**src/rtl/vga_pkg.sv**
```systemverilog
// Shared constants and types for the VGA text-mode UART command link.
package vga_pkg;

  localparam int N_COL         = 80;
  localparam int N_ROW         = 30;
  localparam int N_COL_WIDTH   = 7;
  localparam int N_ROW_WIDTH   = 5;
  localparam int N_CHARS_WIDTH = 7;

  localparam logic [7:0] EOL_BYTE = 8'h0A;

  typedef enum logic [1:0] {
    IDLE,
    START,
    DATA,
    STOP
  } state_t;

endpackage

```
**src/rtl/uart_tx_byte.sv**
```systemverilog
// 8N1 serializer with baud counter; a new byte may be loaded in the last
// stop-bit cycle so consecutive bytes go out with no idle gap.
module uart_tx_byte
  import vga_pkg::*;
#(
  parameter int DIV = 217
) (
  input  logic       clk,
  input  logic       rst,
  input  logic       byte_valid,
  input  logic [7:0] byte_data,
  output logic       byte_ready,
  output logic       tx,
  output logic       done,
  output state_t     state
);

  localparam int CW = (DIV > 1) ? $clog2(DIV) : 1;
  localparam logic [CW-1:0] LAST = CW'(DIV - 1);

  logic [CW-1:0] cnt;
  logic [2:0]    bit_idx;
  logic [7:0]    shreg;
  logic          bit_end;
  logic          load;

  // Handshake: a byte is taken on the edge where byte_valid && byte_ready.
  assign bit_end    = (cnt == LAST);
  assign done       = (state == STOP) && bit_end;
  assign byte_ready = (state == IDLE) || done;
  assign load       = byte_valid && byte_ready;

  always_ff @(posedge clk) begin
    if (rst) begin
      state   <= IDLE;
      tx      <= 1'b1;
      cnt     <= '0;
      bit_idx <= '0;
      shreg   <= '0;
    end else if (load) begin
      state   <= START;
      tx      <= 1'b0;
      cnt     <= '0;
      bit_idx <= '0;
      shreg   <= byte_data;
    end else begin
      case (state)
        IDLE: begin
          tx  <= 1'b1;
          cnt <= '0;
        end
        START: begin
          if (bit_end) begin
            state <= DATA;
            tx    <= shreg[0];
            cnt   <= '0;
          end else begin
            cnt <= cnt + 1'b1;
          end
        end
        DATA: begin
          if (bit_end) begin
            cnt <= '0;
            if (bit_idx == 3'd7) begin
              state <= STOP;
              tx    <= 1'b1;
            end else begin
              // shreg[0] is on the line; shift so the next bit sits at [0]
              bit_idx <= bit_idx + 3'd1;
              tx      <= shreg[1];
              shreg   <= {1'b0, shreg[7:1]};
            end
          end else begin
            cnt <= cnt + 1'b1;
          end
        end
        STOP: begin
          if (bit_end) begin
            state <= IDLE;
            cnt   <= '0;
          end else begin
            cnt <= cnt + 1'b1;
          end
        end
        default: state <= IDLE;
      endcase
    end
  end

endmodule

```
**src/rtl/uart_cmd_tx.sv**
```systemverilog
// Frame sequencer: sends {col, row, char, 0x0A} as four back-to-back 8N1 bytes.
// Optional RANGE_CHECK_EN drops out-of-range commands and pulses err_o.
module uart_cmd_tx #(
  parameter int CLK_FREQ      = 25000000,
  parameter int BAUD_RATE     = 115200,
  parameter int N_COL_WIDTH   = vga_pkg::N_COL_WIDTH,
  parameter int N_ROW_WIDTH   = vga_pkg::N_ROW_WIDTH,
  parameter int N_CHARS_WIDTH = vga_pkg::N_CHARS_WIDTH
) (
  input  logic                     clk_i,
  input  logic                     rst_i,
  input  logic                     cmd_valid_i,
  output logic                     cmd_ready_o,
  input  logic [N_COL_WIDTH-1:0]   col_i,
  input  logic [N_ROW_WIDTH-1:0]   row_i,
  input  logic [N_CHARS_WIDTH-1:0] char_i,
  output logic                     tx_o,
  output logic                     busy_o,
  output logic                     frame_done_o,
  output logic                     err_o
);
  import vga_pkg::*;

  localparam int DIV = CLK_FREQ / BAUD_RATE;

  state_t                   tx_state;
  logic                     busy, accept, range_bad, start_frame;
  logic                     byte_valid, byte_ready, byte_done;
  logic [7:0]               byte_data, next_byte;
  logic [1:0]               byte_idx;
  logic [N_ROW_WIDTH-1:0]   row_q;
  logic [N_CHARS_WIDTH-1:0] char_q;

  assign busy        = (tx_state != IDLE);
  assign busy_o      = busy;
  assign cmd_ready_o = !busy && !rst_i;
  assign accept      = cmd_valid_i && cmd_ready_o;

`ifdef RANGE_CHECK_EN
  assign range_bad = (int'(col_i) >= N_COL) || (int'(row_i) >= N_ROW);
`else
  assign range_bad = 1'b0;
`endif

  assign start_frame = accept && !range_bad;

  // byte_idx is the byte on the line; the serializer pre-loads idx+1.
  always_comb begin
    next_byte = EOL_BYTE;
    case (byte_idx)
      2'd0:    next_byte = 8'(row_q);
      2'd1:    next_byte = 8'(char_q);
      default: next_byte = EOL_BYTE;
    endcase
  end

  // Column goes straight from the input into the serializer on accept.
  assign byte_data  = busy ? next_byte : 8'(col_i);
  assign byte_valid = start_frame || (busy && (byte_idx != 2'd3));

  always_ff @(posedge clk_i) begin
    if (rst_i) begin
      byte_idx     <= '0;
      row_q        <= '0;
      char_q       <= '0;
      frame_done_o <= 1'b0;
    end else begin
      frame_done_o <= busy && byte_done && (byte_idx == 2'd3);
      if (start_frame) begin
        byte_idx <= '0;
        row_q    <= row_i;
        char_q   <= char_i;
      end else if (busy && byte_valid && byte_ready) begin
        byte_idx <= byte_idx + 2'd1;
      end
    end
  end

`ifdef RANGE_CHECK_EN
  logic err_q;
  always_ff @(posedge clk_i) begin
    if (rst_i) err_q <= 1'b0;
    else       err_q <= accept && range_bad;
  end
  assign err_o = err_q;
`else
  assign err_o = 1'b0;
`endif

  uart_tx_byte #(
    .DIV(DIV)
  ) u_ser (
    .clk       (clk_i),
    .rst       (rst_i),
    .byte_valid(byte_valid),
    .byte_data (byte_data),
    .byte_ready(byte_ready),
    .tx        (tx_o),
    .done      (byte_done),
    .state     (tx_state)
  );

endmodule

```
**config.mk**
```make
export PLATFORM = sky130hd
export DESIGN_NAME = uart_cmd_tx
export DESIGN_NICKNAME = d
export VERILOG_FILES = /design/src/rtl/vga_pkg.sv /design/src/rtl/uart_tx_byte.sv /design/src/rtl/uart_cmd_tx.sv
export SDC_FILE = /design/constraint.sdc
export NUM_CORES = 1
export LEC_CHECK = 0
export ABC_AREA = 1
export BUFFER_PORTS_ARGS = -buffer_cell sky130_fd_sc_hd__buf_2
export CORE_ASPECT_RATIO = 0.5
export CORE_UTILIZATION = 51
export CTS_CLUSTER_DIAMETER = 150
export DETAILED_ROUTE_END_ITERATION = 7
export PLACE_DENSITY = 0.75
export SYNTH_ARGS = -nofsm -noshare
export SYNTH_HDL_FRONTEND = slang
export SYNTH_SLANG_ARGS = --single-unit
```
**constraint.sdc**
```tcl
create_clock -name clk_i -period 1.7 [get_ports clk_i]
set_clock_uncertainty 0.2 [all_clocks]
set_input_delay 0.17 -clock clk_i [delete_from_list [all_inputs] [get_ports clk_i]]
set_output_delay 0.17 -clock clk_i [all_outputs]
set_load 0.02 [all_outputs]
```
* Yosys cells after proc, flatten, opt, wreduce, memory -nomap -nowiden *
Cells that the tools add are included.
W data, S select, Z words.

storage, ports and cells
  register bits = 37
  input port bits = 22

operators by class
  add/subtract/negate cells = 3
  equal/unequal tests = 17
  mux-type cells = 19
  bitwise logic cells = 1
  reductions and logical operators = 29

operator list
  cell                   number
  $mux W8                5
  $pmux W8 S2            1
  $pmux W7 S2            1
  $ne A3 B1 Y1 const B   4
  $ne A2 B1 Y1 const B   5
  $reduce_and A5 Y1      2
  $logic_and A1 B1 Y1    9
  $reduce_and A3 Y1      3
  $add A8 B1 Y8 const B  1
  $eq A8 B8 Y1 const B   1
  $mux W2                4
  $reduce_bool A4 Y1     2
  $mux W7                1
  $eq A2 B2 Y1 const B   3
  $pmux W2 S3            1
  $reduce_bool A2 Y1     3
  $mux W1                5
  $eq A2 B1 Y1 const B   2
  $logic_not A2 Y1       2
  $reduce_or A2 Y1       2
  $add A3 B1 Y3 const B  1
  $eq A3 B3 Y1 const B   1
  $pmux W1 S3            1
  $reduce_bool A3 Y1     1
  other kinds (6)        8

* Logic depth before layout (Yosys ltp) *
  depth in word-level cells = 8
  mapped depth = 12

* By module *
From an unflattened synthesis, not the netlist that was laid out.

unflattened totals
  cells, all modules = 292
  area total of the unflattened synthesis = 2063.2 µm²

by module, submodules not included
  module        instances  cells each  area an instance (µm²)
  uart_tx_byte  1          173         1266.2
  uart_cmd_tx   1          119         797.0

* Least setup slack after synthesis *
No wires, ideal clock.

  kind = register to register
  start point = register u_ser.state[0]
  end point = register u_ser.state[0]
  arrival time = 1.512 ns
  setup slack = -0.127 ns
  cell stages (with the launch flop) = 11
  buffers on the path = 2
  clock period less this slack = 1.827 ns
  cell sequence = dfxtp_1 inv_1 ha_1 inv_1 buf_2 nand2_4 nand2_4 buf_6 nand2_2 a21oi_1 nor2_1

between the ends
  cells in the longest elaborated chain, start to end = 8
  elaborated cells on any way between the ends = 21

ends and longest elaborated chain
  what                                                          line                RTL
  start, declared                                               uart_tx_byte.sv:15  output state_t state
  start signal, assigned                                        uart_tx_byte.sv:35  state <= IDLE;
  start signal, assigned                                        uart_tx_byte.sv:41  state <= START;
  start signal, assigned                                        uart_tx_byte.sv:54  state <= DATA;
  $reduce_bool A2 Y1 (*)                                        uart_cmd_tx.sv:34   assign busy = (tx_state != IDLE);
  net busy_o                                                    uart_cmd_tx.sv:18   output logic busy_o,
  $logic_not A1 Y1                                              uart_cmd_tx.sv:36   assign cmd_ready_o = !busy && !rst_i;
  $logic_and A1 B1 Y1                                           uart_cmd_tx.sv:36
  $logic_and A1 B1 Y1                                           uart_cmd_tx.sv:37   assign accept = cmd_valid_i && cmd_ready_o;
  $logic_or A1 B1 Y1 (*)                                        uart_cmd_tx.sv:59   assign byte_valid = start_frame || (busy && (byte_idx != 2'd3));
  $logic_and A1 B1 Y1 (*)                                       uart_tx_byte.sv:31  assign load = byte_valid && byte_ready;
  $ne A3 B1 Y1 (no line) or $reduce_bool A4 Y1 (tied branches)  n/a
  $reduce_and A5 Y1 (no line)                                   n/a

The timed path passes the listed nets; every way through them passes the cells marked *.
A chain may end at the register's enable or synchronous reset.

* Final worst setup path *
  start point = register u_ser.state[0]
  end point = register u_ser.bit_idx[0]

between the ends
  cells in the longest elaborated chain, start to end = 7
  elaborated cells on any way between the ends = 14

ends and longest elaborated chain
  what                        line                RTL
  $reduce_bool A2 Y1          uart_cmd_tx.sv:34
  $logic_not A1 Y1            uart_cmd_tx.sv:36
  $logic_and A1 B1 Y1         uart_cmd_tx.sv:36
  $logic_and A1 B1 Y1         uart_cmd_tx.sv:37
  $logic_or A1 B1 Y1          uart_cmd_tx.sv:59
  $logic_and A1 B1 Y1         uart_tx_byte.sv:31
  $reduce_or A2 Y1 (no line)  n/a
  end signal, assigned        uart_tx_byte.sv:69  bit_idx <= bit_idx + 3'd1;
  end, declared               uart_tx_byte.sv:22  logic [2:0] bit_idx;

Several ways; a longest one is shown, not always the timed one.

==> run_results.csv <==
group,metric,value,unit
outcome,outcome,"finished with violations",
outcome,failing_checks,"negative setup slack",
clock_network,clock_tree_from_tritoncts,"done",
final_layout,antenna-diode-count,0,
floorplanning,core,3550,um^2
yosys,synthCells,270,
sta,timing.fmax,583,MHz
clock_network,clock_tree.htree_level_count,2,
sta,setup_viol,3,
final_layout,area_growth,44.0,%
global_route,grtUsageTotal,0.250,
yosys,dominantRegCellSynth,"sky130_fd_sc_hd__dfxtp_1",
global_route,globalRoute.totalOverflow,0,
sta,final-max-slew-violation-count,0,
clock_network,cts.path.max_buffers,2,
final_layout,final_layout_size_suffix_gt1_frac,0.309,
clock_network,cts.reportedPaths.clkPinSlew,0.08,ns
pwr,power.density_cell_area,1560,nW/um^2
sta,finalHoldViolations,0,
detailed_routing,dr.first_iter.drc_count,137,
yosys,post-synth-top-count-cell,"sky130_fd_sc_hd__nand2_1",
clock_network,clock_latency_of_the_later_clocked_register_in_the_worst_skew_pair,0.30,ns
clock_network,numClockSinks,36,
final_layout,finalNetCount,374,
yosys,synth_xor_xnor_area_share,0.0315,
yosys,synth_nets,305,
final_layout,stdcell_area,2800,um^2
detailed_routing,post-route-drc-count,0,
yosys,synth.area.mux_share,0,
pwr,leakagePower,0.00124,uW
min_path,worstHoldPathType,"primary input to register",
critical_path,critPathCaptureType,"register",
yosys,synthSimpleGateAreaFrac,0.331,
critical_path,setup.worst_path.start_class,"register",
yosys,netlist_top_cells_count,"55 x sky130_fd_sc_hd__nand2_1, 36 x sky130_fd_sc_hd__dfxtp_1, 34 x sky130_fd_sc_hd__nor2_1, 33 x sky130_fd_sc_hd__nand3_1, 30 x sky130_fd_sc_hd__inv_1",
detailed_routing,num_vias,1950,
yosys,ys_async_sr_fraction,0,
yosys,adder_cell_share_of_the_synthesized_area,0.0836,
clock_network,cts_made_buffers,5,
pwr,ir_worst_vdd,0.805,mV
floorplanning,placement_rows,15,
detailed_routing,drtAntennaViolNets,0,
floorplanning,num_io_pins,27,
place,place_congestion,0.932,
sta,layout_worst_path_cycle_share,1.01,
yosys,synth_top_area_share,0.370,
detailed_routing,routed_wl,4.93,mm
yosys,synth.avg_cell_area,7.21,um^2
yosys,ys_ff_latch,36,
yosys,yosysUniqueCellTypes,29,
yosys,synth_compound_gate_area_share,0.0900,
detailed_routing,drt_first_pass_iters,4,
floorplanning,floorplan.die.height,45.7,um
critical_path,worst_ep_required_time,1.69,ns
final_layout,postLayoutCoreUtil,0.790,
detailed_routing,wire_per_inst,12.6,um
yosys,synth_enable_flop_cells,0,
clock_network,clk_root_buffer_cell,"sky130_fd_sc_hd__clkbuf_8",
flow_run,drv_cap,0,
global_route,number_of_global_route_vias_before_repair,1788,
global_route,wire_length_of_the_first_global_routing_pass,7.53,mm
critical_path,critical_path.cell_chain,"inv_4, ha_1, inv_1, nor2_4, nand3_2, buf_4, buf_4, xor2_1, nor2_1",
place,dp_hpwl,3.18,mm
floorplanning,dieArea,4080,um^2
detailed_routing,detail_route.vias_per_cell,4.99,
floorplanning,floorplan.initialDensity,0.549,
sta,rsz0062_at_grt,"true",
critical_path,timing.critical_path.arrival,1.71,ns
sta,period_needed,1.71,ns
critical_path,cp_slowest_stage_delay,0.35,ns
yosys,ys_top_cells_by_area,"sky130_fd_sc_hd__dfxtp_1 37%, sky130_fd_sc_hd__nand2_1 11%, sky130_fd_sc_hd__nand3_1 8.5%, sky130_fd_sc_hd__ha_1 8.4%, sky130_fd_sc_hd__nor2_1 6.6%",
critical_path,path_class,"register to register",
yosys,netlist.top_cell.by_area,"sky130_fd_sc_hd__dfxtp_1",
critical_path,cpMaxStageDelayCell,"sky130_fd_sc_hd__dfxtp_2",
critical_path,timing.critical_path.fanout_max,3,
critical_path,crit_path_frequent_cell,"sky130_fd_sc_hd__buf_4",
yosys,ys_warn_count,0,
final_layout,fillerInstances,232,
global_route,grt_antenna_before_repair,0,
sta,final_critical_path_setup_slack,-0.0141,ns
place,port_buffers,25,
global_route,grt_start_max_net_pins,14,
place,place_ws,-0.156,ns
place,postPlaceCellArea,2330,um^2
yosys,yosysSeqAreaShare,0.370,
floorplanning,overall_die_width,89.4,um
yosys,largest_family_of_logic_cells_by_synthesized_area,"simple AND/OR/NAND/NOR gates",
sta,final_hold_slack,0.0322,ns
yosys,synth.cell_area,1950,um^2
[kinds of logic after synthesis]
family / after synthesis
simple gates: 139
compound gates: 32
flops: 36
xor+xnor: 7
other cells: 1
fa+ha+maj: 13
buf+inv: 42
[registers in the layout, indices dropped and copies added, names as in the netlist]
name	count
char_q	7
u_ser.state	2
u_ser.shreg	7
u_ser.cnt	8
row_q	5
u_ser.tx	1
byte_idx	2
frame_done_o	1
u_ser.bit_idx	3
[worst max-delay path, delay by kind of cell (launching register included)]
kind                     cells  cell delay [ns]
XOR/XNOR                     1             0.13
buffers and inverters        4             0.46
AND/OR/NAND/NOR              3             0.31
adder cells (fa/ha/maj)      1             0.17
flip-flops                   1             0.35
[final timing paths]
| path | startpoint | endpoint | slack [ns] | depth (start not counted) |
|---|---|---|---|---|
| worst max register to register | u_ser.state[0] | u_ser.bit_idx[0] | -0.01 | 9 |
| worst min register to register | char_q[6] | char_q[6] | 0.27 | 2 |
| worst max-delay path | u_ser.state[0] | u_ser.bit_idx[0] | -0.01 | 9 |
| worst min-delay path | col_i[6] | u_ser.shreg[6] | 0.03 | 5 |
[metrics by stage]
| step | instances | TNS (ns) | total power, uW |
|---|---|---|---|
| 6_report | 391 | -0.0260 | 4360 |
| 4_1_cts | 386 | -0.00506 | 4080 |
| 5_1_grt | 391 | -0.648 | 4610 |
| 2_1_floorplan | 270 | -0.00312 | 2300 |
| 3_5_place_dp | 365 | -2.03 | 2880 |
| 3_3_place_gp | 365 | -0.269 | 2840 |
[layout make-up]
class	instances	area [um^2]	share of cell area
flip-flops and latches	36	728	0.260
repair buffers	73	557	0.199
inverters	31	129	0.0460
well taps	51	63.8	0.0228
clock inverters	3	90.1	0.0322
clock buffers	5	68.8	0.0246
multi-input cells	192	1160	0.416
[what timing repair did]
item | CTS | global route
endpoints found under the hold margin | 12 | 0
setup endpoints to repair | 25 | 25
pin swaps | 7 | 8
hold buffers | 12 | 0
resized for setup | 20 | 25
setup buffers | 1 | 5
[report_power, final]
group | total [uW] | internal, uW | switching (uW)
logic | 2170 | 977 | 1190
clock network | 1060 | 734 | 331
registers | 1120 | 1020 | 104
[layer usage]
metal,global-route usage,up-vias,wire (um)
met5,0,-,0
met4,0.0603,0,64
met3,0.0543,7,184
met2,0.481,47,2510
met1,0.291,904,2170
li1,-,992,-
[placed cells by master (no fill, tap or decap), types with 2 or more instances in the layout]
cell,n
sky130_fd_sc_hd__a21oi_1,11
sky130_fd_sc_hd__a31oi_1,3
sky130_fd_sc_hd__buf_12,2
sky130_fd_sc_hd__buf_2,23
sky130_fd_sc_hd__buf_4,33
sky130_fd_sc_hd__buf_6,3
sky130_fd_sc_hd__bufinv_16,3
sky130_fd_sc_hd__clkbuf_8,5
sky130_fd_sc_hd__dfxtp_1,32
sky130_fd_sc_hd__dfxtp_2,3
sky130_fd_sc_hd__dlygate4sd3_1,12
sky130_fd_sc_hd__ha_1,8
sky130_fd_sc_hd__ha_2,3
sky130_fd_sc_hd__ha_4,2
sky130_fd_sc_hd__inv_1,25
sky130_fd_sc_hd__inv_2,2
sky130_fd_sc_hd__inv_4,3
sky130_fd_sc_hd__nand2_1,52
sky130_fd_sc_hd__nand2_2,3
sky130_fd_sc_hd__nand2_4,3
sky130_fd_sc_hd__nand3_1,32
sky130_fd_sc_hd__nand3_4,3
sky130_fd_sc_hd__nand4_1,3
sky130_fd_sc_hd__nor2_1,31
sky130_fd_sc_hd__nor2_2,2
sky130_fd_sc_hd__nor2_4,5
sky130_fd_sc_hd__o21ai_0,10
sky130_fd_sc_hd__o21ai_1,2
sky130_fd_sc_hd__o21bai_1,2
sky130_fd_sc_hd__xnor2_1,2
sky130_fd_sc_hd__xor2_1,5
Power figures use the tool's default switching activity.
